$ cat src/rtl/memory_word_access_unit.sv
// memory_word_access_unit
//   Performs a 16-bit word load or store against byte-wide memory. The word
//   address comes from the address register file (OutD). Each word is moved
//   as two byte transactions over a req/ack handshake: the low byte at addr,
//   then the high byte at addr+1 (wrapping at 0xFFFF). A one-cycle GAP with
//   mem_req low separates the two bytes. A per-byte timeout ends the transfer
//   with err set when memory never acknowledges.
//
// Ports
//   clock, reset        rising-edge clock, asynchronous active-high reset
//   start               single-cycle request; write/addr/wdata sampled with it
//   write               1 = store, 0 = load
//   addr[15:0]          word base address
//   wdata[15:0]         store data
//   busy                high in every state except IDLE
//   done                one-cycle completion pulse
//   err                 timeout flag, valid with done, held until next start
//   rdata[15:0]         last successfully loaded word
//   mem_req, mem_we     byte request strobe / byte write enable
//   mem_addr[15:0]      byte address
//   mem_wdata[7:0]      byte store data
//   mem_rdata[7:0]      byte load data, valid with mem_ack
//   mem_ack             memory accepts / completes the current byte
module memory_word_access_unit #(
  parameter int TIMEOUT_CYCLES = 16,
  parameter int CNT_W          = 5
) (
  input  logic        clock,
  input  logic        reset,
  input  logic        start,
  input  logic        write,
  input  logic [15:0] addr,
  input  logic [15:0] wdata,
  output logic        busy,
  output logic        done,
  output logic        err,
  output logic [15:0] rdata,
  output logic        mem_req,
  output logic        mem_we,
  output logic [15:0] mem_addr,
  output logic [7:0]  mem_wdata,
  input  logic [7:0]  mem_rdata,
  input  logic        mem_ack
);

  typedef enum logic [2:0] {
    S_IDLE,
    S_LO,
    S_GAP,
    S_HI,
    S_DONE
  } state_t;

  localparam logic [CNT_W-1:0] TO_LIM = CNT_W'(TIMEOUT_CYCLES);
  localparam bit               TO_EN  = (TIMEOUT_CYCLES != 0);

  state_t           state_q, state_d;
  logic [CNT_W-1:0] cnt_q, cnt_d;
  logic             err_q, err_d;
  logic [15:0]      rdata_q, rdata_d;
  logic [15:0]      mem_addr_q, mem_addr_d;
  logic [7:0]       mem_wdata_q, mem_wdata_d;

  // Command / staging registers: only meaningful while a transfer is active,
  // so they carry no reset.
  logic [15:0]      addr_q;
  logic [7:0]       wdata_hi_q;
  logic             write_q;
  logic [7:0]       lo_q;
  logic             cap_cmd, cap_lo;

  logic [CNT_W-1:0] cnt_inc;
  logic             timeout;

  // Next-state and register-update logic
  always_comb begin
    state_d     = state_q;
    cnt_d       = cnt_q;
    err_d       = err_q;
    rdata_d     = rdata_q;
    mem_addr_d  = mem_addr_q;
    mem_wdata_d = mem_wdata_q;
    cap_cmd     = 1'b0;
    cap_lo      = 1'b0;

    // Counter value after this cycle's wait; hitting the limit ends the byte.
    cnt_inc = cnt_q + 1'b1;
    timeout = TO_EN && (cnt_inc == TO_LIM);

    case (state_q)
      S_IDLE: begin
        if (start) begin
          state_d     = S_LO;
          err_d       = 1'b0;
          cnt_d       = '0;
          cap_cmd     = 1'b1;
          mem_addr_d  = addr;
          mem_wdata_d = wdata[7:0];
        end
      end
      S_LO: begin
        if (mem_ack) begin
          state_d     = S_GAP;
          cap_lo      = ~write_q;
          // Pre-load the high-byte address/data so they are already stable
          // when the request reasserts in HI.
          mem_addr_d  = addr_q + 16'd1;
          mem_wdata_d = wdata_hi_q;
        end else if (timeout) begin
          state_d = S_DONE;
          err_d   = 1'b1;
        end else begin
          cnt_d = cnt_inc;
        end
      end
      S_GAP: begin
        state_d = S_HI;
        cnt_d   = '0;
      end
      S_HI: begin
        if (mem_ack) begin
          state_d = S_DONE;
          if (!write_q) begin
            rdata_d = {mem_rdata, lo_q};
          end
        end else if (timeout) begin
          state_d = S_DONE;
          err_d   = 1'b1;
        end else begin
          cnt_d = cnt_inc;
        end
      end
      S_DONE: begin
        state_d = S_IDLE;
      end
      default: begin
        state_d = S_IDLE;
      end
    endcase
  end

  // Control and output registers
  always_ff @(posedge clock or posedge reset) begin
    if (reset) begin
      state_q     <= S_IDLE;
      cnt_q       <= '0;
      err_q       <= 1'b0;
      rdata_q     <= '0;
      mem_addr_q  <= '0;
      mem_wdata_q <= '0;
    end else begin
      state_q     <= state_d;
      cnt_q       <= cnt_d;
      err_q       <= err_d;
      rdata_q     <= rdata_d;
      mem_addr_q  <= mem_addr_d;
      mem_wdata_q <= mem_wdata_d;
    end
  end

  // Command capture and low-byte staging
  always_ff @(posedge clock) begin
    if (cap_cmd) begin
      addr_q     <= addr;
      wdata_hi_q <= wdata[15:8];
      write_q    <= write;
    end
    if (cap_lo) begin
      lo_q <= mem_rdata;
    end
  end

  // Moore outputs: strobes decode only the state register, so reset drops
  // mem_req at once and mem_ack has no combinational path to mem_req.
  assign mem_req   = (state_q == S_LO) || (state_q == S_HI);
  assign mem_we    = mem_req & write_q;
  assign busy      = (state_q != S_IDLE);
  assign done      = (state_q == S_DONE);
  assign err       = err_q;
  assign rdata     = rdata_q;
  assign mem_addr  = mem_addr_q;
  assign mem_wdata = mem_wdata_q;

endmodule

$ cat config.mk
export PLATFORM = sky130hd
export DESIGN_NAME = memory_word_access_unit
export DESIGN_NICKNAME = d
export VERILOG_FILES = /design/src/rtl/memory_word_access_unit.sv
export SDC_FILE = /design/constraint.sdc
export NUM_CORES = 1
export LEC_CHECK = 0
export CORE_ASPECT_RATIO = 1.2
export CORE_MARGIN = 2
export CORE_UTILIZATION = 51
export CTS_BUF_LIST = sky130_fd_sc_hd__clkbuf_2
export DETAILED_ROUTE_END_ITERATION = 7
export PLACE_DENSITY = 0.93
export SYNTH_ARGS = -nofsm -noshare
export SYNTH_HDL_FRONTEND = slang
export SYNTH_SLANG_ARGS = --single-unit
$ cat constraint.sdc
create_clock -name clock -period 2.6 [get_ports clock]
set_input_delay 0.26 -clock clock [delete_from_list [all_inputs] [get_ports clock]]
set_output_delay 0.26 -clock clock [all_outputs]
set_load 0.1 [all_outputs]
### Word level (Yosys, flattened, before mapping)

Cells that the tools add are included.

| storage, ports and cells | value |
|---|---|
| input bits | 45 |
| register bits | 82 |
| output and inout port bits | 45 |

| cells by class | value |
|---|---|
| bitwise gates (word level) | 2 |
| equality and inequality tests | 10 |
| multiplexer cells | 23 |
| reductions and logical operators | 11 |
| $add $sub $neg | 2 |

Operator list:

| cell | number |
|---|---|
| 16-bit two-way mux | 2 |
| 16-bit case mux with 2 select lines | 1 |
| 16-bit by 1-bit adder with 16-bit output (second input constant) | 1 |
| 8-bit two-way mux | 2 |
| 8-bit case mux with 2 select lines | 1 |
| 5-bit two-way mux | 3 |
| 5-bit case mux with 3 select lines | 1 |
| 3-bit two-way mux | 4 |
| 3-bit case mux with 4 select lines | 1 |
| 2-bit != test (second input constant) | 4 |
| 4-bit AND reduction | 2 |
| 1-bit two-way mux | 7 |
| 3-bit by 2-bit equality test with 1-bit output (second input constant) | 2 |
| 3-bit AND reduction | 2 |
| 3-bit nonzero test | 2 |
| 5-bit by 1-bit adder with 5-bit output (second input constant) | 1 |
| 5-bit equality test (second input constant) | 1 |
| 2-bit nonzero test | 2 |
| 3-bit by 1-bit equality test with 1-bit output (second input constant) | 1 |
| 3-bit equality test (second input constant) | 1 |
| 3-bit zero test | 1 |
| 2-bit by 1-bit != test with 1-bit output (second input constant) | 1 |
| 1-bit case mux with 2 select lines | 1 |
| 2-bit OR reduction | 1 |
| 3 further kinds | 3 |

### Longest topological paths before layout

Gate-level depths: netlist of run 1.

| logic depth | value |
|---|---|
| word-level depth | 5 |
| gate-level depth with buffers | 7 |
| depth with buffers taken out | 6 |

### Least setup slack after synthesis of run 1

No wires, ideal clock.

| path | value |
|---|---|
| path type | register to output |
| start | register state_q[0] |
| end | output done |
| arrival time | 2.711 ns |
| path buffers | 1 |
| data required time | 2.340 ns |
| cell stages (with the launch flop) | 3 |
| path slack | -0.371 ns |
| cells stage by stage | dfrtp_1 buf_2 nor3b_1 |

| between the ends | value |
|---|---|
| cells in the longest elaborated chain, start to end | 1 |

RTL lines:

| what | line | text |
|---|---|---|
| start, declared | 57 | `state_t state_q, state_d;` |
| start signal, assigned | 152 | `state_q <= state_d;` |
| 3-bit equality test | 178 | `assign done = (state_q == S_DONE);` |
| end, declared | 35 | `output logic done,` |

Every way passes these cells.

### Final worst setup path of run 1

| path | value |
|---|---|
| start | register state_q[0] |
| end | output mem_we |

| between the ends | value |
|---|---|
| cells in the longest elaborated chain, start to end | 3 |
| elaborated cells between the ends (all ways) | 4 |
| classes of those cells | eq/ne: 2; bitwise: 1; reduce/logical: 1 |

RTL lines:

| what | line | text |
|---|---|---|
| 3-bit by 1-bit equality test with 1-bit output or 3-bit by 2-bit equality test with 1-bit output (tied branches) | 175 | `assign mem_req = (state_q == S_LO) \|\| (state_q == S_HI);` |
| 1-bit logical OR * | 175 |  |
| 1-bit AND * | 176 | `assign mem_we = mem_req & write_q;` |
| end, declared | 39 | `output logic mem_we,` |

Every way passes the cells marked *; elsewhere a longest branch is shown, timed or not.

==> flow_summary.json, run 1 <==
{
  "yosys_warnings": 0,
  "vias": 2529,
  "drv_slew": 0,
  "cts_buffers": 9,
  "worst_pin_slew_ps": 640.3,
  "post_cts_buffers": 0,
  "start_util_pct": 52.24,
  "end_kind": "output port",
  "die_area_um2": 7621,
  "timing.hold.ws_ps": 51.48,
  "syn_inst": 278,
  "synth_area_um2": 3537,
  "dr.pass1.iters": 4,
  "wl_met2_mm": 3.619,
  "antenna_left": 0,
  "clock_path_buffers": 2,
  "max_cap_viol_count": 0,
  "die_w_um": 80.03,
  "drive_above_1_share_pct": 20.11,
  "required_ps": 2340,
  "synthesis.nets": 325,
  "drtIter0Drc": 173,
  "hp-class": "in -> async",
  "hold_violations": 0,
  "m1WireLength_mm": 3.023,
  "clk_pin_slew_worst_paths_ps": 260,
  "route.met3.wl_um": 538,
  "clock_tree.root_cell": "clkbuf_2",
  "fin_setup_tns_ps": 0,
  "cts.repair.resized": 0,
  "start_kind": "flip-flop",
  "max_slew_margin_pct": 57.15,
  "grt_pass1_wl_mm": 11.73,
  "synth_edf_count": 33,
  "ys_seq_area_share_pct": 62.68,
  "finalCritPeriodShare_pct": 83.00,
  "rsz0062_at_grt": "no",
  "antenna_found_initial": 0,
  "clk_latency_ps": 540,
  "ys_ff_latch": 82,
  "layout.cells.most_common": "buf_4",
  "num_antenna_cells": 0,
  "crit_path_top_delay_cell": "dfrtp_1",
  "hold_buffers": 0,
  "status": "completed",
  "num_rows": 33,
  "drc": 0,
  "synth_cell_types": 49,
  "crit_chain": "nand2b_1 > inv_1 > and2_1 > buf_4",
  "wl_per_cell_um": 15.82,
  "ys_async_sr_fraction_pct": 59.76,
  "period_minus_slack_ps": 2158,
  "crit_buf_inv": 2,
  "core-area_um2": 6771,
  "cp_top_family": "flip-flops",
  "htreeDepth": 3,
  "cts_num_sinks": 82,
  "final_nets": 420,
  "gp_congestion": 0.8121,
  "critPathArrivalTime_ps": 1900,
  "cp_max_fo": 10,
  "wl_mm": 7.358,
  "avgSynthCellArea_um2": 12.72,
  "highest_layer": "met4",
  "synth_flop_cell": "dfrtp_1",
  "worst_clock_skew_ps": 26.44,
  "via_per_inst": 5.439,
  "max_stage_delay_ps": 560,
  "final_cell_mix": "buf_4 (52), dfrtp_1 (49), clkdlybuf4s50_1 (44)",
  "dpl.hpwl_mm": 5.367,
  "grt-ovfl-total": 0,
  "synthToLayoutAreaGrowth_pct": 27.10,
  "grt_max_degree": 28,
  "grt_use_total_pct": 20.74,
  "crit_type": "reg -> out",
  "final-setup-viol-count": 0,
  "cts_tree": "done",
  "grt_pass1_vias": 2532,
  "io_buffers": 89,
  "io_pins": 90,
  "timing.fmax_ghz": 0.4634,
  "die_h_um": 95.23
}
[Yosys cell counts, drive strengths merged, types with 7 or more instances]
library cell / instances / area share [%]
dfrtp: 49 / 35
nand2: 35 / 3.7
edfxtp: 33 / 28
o21ai: 27 / 4.2
mux2i: 17 / 4.8
mux2: 16 / 5.1
nand3: 10 / 1.6
buf: 9 / 2.1
a21oi: 8 / 1.1
nand4: 8 / 1.4
xor2: 7 / 1.7
[cell type report]
cell class,count,area (um^2)
well taps,87,108.9
fillers,527,2276
flip-flops and latches,82,2217
clock buffers,9,45.04
clock inverters,7,58.81
multi-input cells,178,1212
inverters,6,22.52
repair buffers,96,830.8
[worst paths after layout]
path	end	slack, ps	depth (start not counted)	start
max	mem_we	440	4	state_q[0]
min in group clock	wdata_hi_q[2]	240	1	wdata[10]
max in group asynchronous	mem_addr[8]	1920	3	reset
min reg2reg	rdata[5]	500	1	lo_q[5]
max reg2reg	lo_q[4]	610	3	state_q[1]
min	cnt_q[0]	50	2	reset
[cells by family after synthesis]
group,count (synthesis),synth area share (%)
xor gates and xnor gates,13,3.219
buffers and inverters,18,3.183
AOI/OAI and AO/OA,47,8.030
adders and majority gates,2,0.7074
and+or+nand+nor,83,12.28
muxes,33,9.904
DFF,82,62.68
[state kept, by name, indices dropped and copies added (netlist names)]
register    flops
addr_q         16
cnt_q           5
err             1
lo_q            8
mem_addr       16
mem_wdata       8
rdata          16
state_q         3
wdata_hi_q      8
write_q         1
[through the flow]
stage                     area (um^2)  instances  utilization [%]  setup slack [ps]
after global routing             4496        465            66.39             300.7
after detailed placement         4392        449            64.86             640.7
after CTS                        4496        465            66.39             392.5
final                            4496        465            66.39             441.9
after global placement           4392        449            64.86             720.8
after floorplan                  3542        278                -             189.7
[metal layers]
| metal | up-vias | global-route usage, % |
|---|---|---|
| met5 | - | 0 |
| met3 | 19 | 7.102 |
| met2 | 90 | 33.61 |
| met4 | 0 | 9.322 |
| met1 | 1222 | 25.10 |
| li1 | 1198 | - |
Power of run 1 is left out: the tool's default activity adds up to more than one toggle a clock period on the data nets, which glitch-free logic cannot reach.
==> run 2: changes to the inputs <==
CORE_UTILIZATION = 46   (was 51)
PLACE_DENSITY = 0.89   (was 0.93)
clock period = 1.7 ns   (was 2.6 ns; I/O delays follow)
==> flow_summary.json, run 2 (same netlist as run 1, synthesis figures left out) <==
{
  "final_nets": 448,
  "max_cap_viol_count": 0,
  "cp_max_fo": 3,
  "dpl.hpwl_mm": 5.524,
  "fin_ws_ps": -124.1,
  "max_stage_delay_ps": 470,
  "grt_use_total_pct": 19.68,
  "grt_pass1_vias": 2675,
  "wl_per_cell_um": 16.07,
  "end_kind": "output port",
  "core-area_um2": 7576,
  "cts_tree": "done",
  "crit_buf_inv": 2,
  "dr.pass1.iters": 4,
  "hold_violations": 0,
  "timing.fmax_ghz": 0.5482,
  "htreeDepth": 3,
  "drv_slew": 0,
  "hp-class": "in -> reg",
  "gp_congestion": 0.7696,
  "violations": "negative setup slack",
  "dpl-instance-area_um2": 4686,
  "rsz0062_at_grt": "yes",
  "layout.cells.most_common": "buf_4",
  "die_area_um2": 8410,
  "die_w_um": 84.05,
  "antenna_found_initial": 1,
  "cts_buffers": 9,
  "grt-ovfl-total": 0,
  "io_pins": 90,
  "cp_top_family": "flip-flops",
  "status": "finished, violations left",
  "final-setup-viol-count": 4,
  "vias": 2613,
  "required_ps": 1530,
  "cts_num_sinks": 82,
  "grt_pass1_wl_mm": 12.92,
  "clock_path_buffers": 2,
  "clock_tree.root_cell": "clkbuf_2",
  "clk_pin_slew_worst_paths_ps": 240,
  "drtIter0Drc": 63,
  "final_area_um2": 4989,
  "crit_chain": "buf_6 > or3_4 > buf_12",
  "max_slew_margin_pct": 77.51,
  "clk_latency_ps": 570,
  "critPathArrivalTime_ps": 1650,
  "antenna_left": 0,
  "crit_path_top_delay_cell": "dfrtp_1",
  "finalCoreUtilization_pct": 65.85,
  "worst_clock_skew_ps": 28.77,
  "worst_pin_slew_ps": 337.3,
  "synthToLayoutAreaGrowth_pct": 41.03,
  "period_minus_slack_ps": 1824,
  "crit_type": "reg -> out",
  "drc": 0,
  "start_kind": "flip-flop",
  "grt_max_degree": 30,
  "num_rows": 35,
  "final_cell_mix": "buf_4 (60), dfrtp_1 (47), clkdlybuf4s50_1 (44)",
  "wl_mm": 8.021,
  "die_h_um": 100.1,
  "io_buffers": 89,
  "via_per_inst": 5.236,
  "finalCritPeriodShare_pct": 107.3,
  "start_util_pct": 46.69,
  "drive_above_1_share_pct": 29.06
}
## run 2: per-layer routing
layer | wire (um) | GRT usage (%) | vias up
li1 | - | - | 1263
met1 | 3379 | 24.23 | 1263
met2 | 4083 | 33.15 | 77
met3 | 422 | 5.674 | 10
met4 | 136 | 7.196 | 0
met5 | 0 | 0 | -
## run 2: layout make-up
class | instances | area [um^2]
Fill cell | 577 | 2587
Sequential cell | 82 | 2220
Multi-Input combinational cell | 178 | 1275
Timing Repair Buffer | 124 | 1246
Tap cell | 92 | 115.1
Clock inverter | 7 | 58.81
Clock buffer | 9 | 45.04
Inverter | 6 | 26.28
Antenna cell | 1 | 2.502
## run 2: final timing paths
kind / startpoint / endpoint / slack, ps / cells after the start
hold reg to reg: lo_q[3] / rdata[3] / 470 / 1
max in group asynchronous: reset / state_q[0] / 910 / 4
setup reg to reg: addr_q[4] / mem_addr[14] / 10 / 5
min in group asynchronous: reset / rdata[14] / 500 / 4
hold / removal: wdata[11] / wdata_hi_q[3] / 140 / 1
setup / recovery: state_q[2] / busy / -120 / 3
## run 2: timing repair
item	4_1_cts	5_1_grt
hold endpoints to repair	49	0
hold buffers	1	0
pin swaps	1	8
setup buffers	5	11
resized for setup	6	14
setup endpoints to repair	4	44
## run 2: metrics by stage
step	worst slack (ps)	hold slack [ps]	setup TNS, ps	instances
floorplan	-79.71	268.9	-331.7	278
global placement	57.22	439.5	0	465
detailed placement	15.84	454.4	0	465
CTS	-149.0	98.44	-493.6	487
global route	-204.0	89.58	-795.8	499
finish	-124.1	141.6	-316.5	499
Power of run 2 is left out for the same reason.
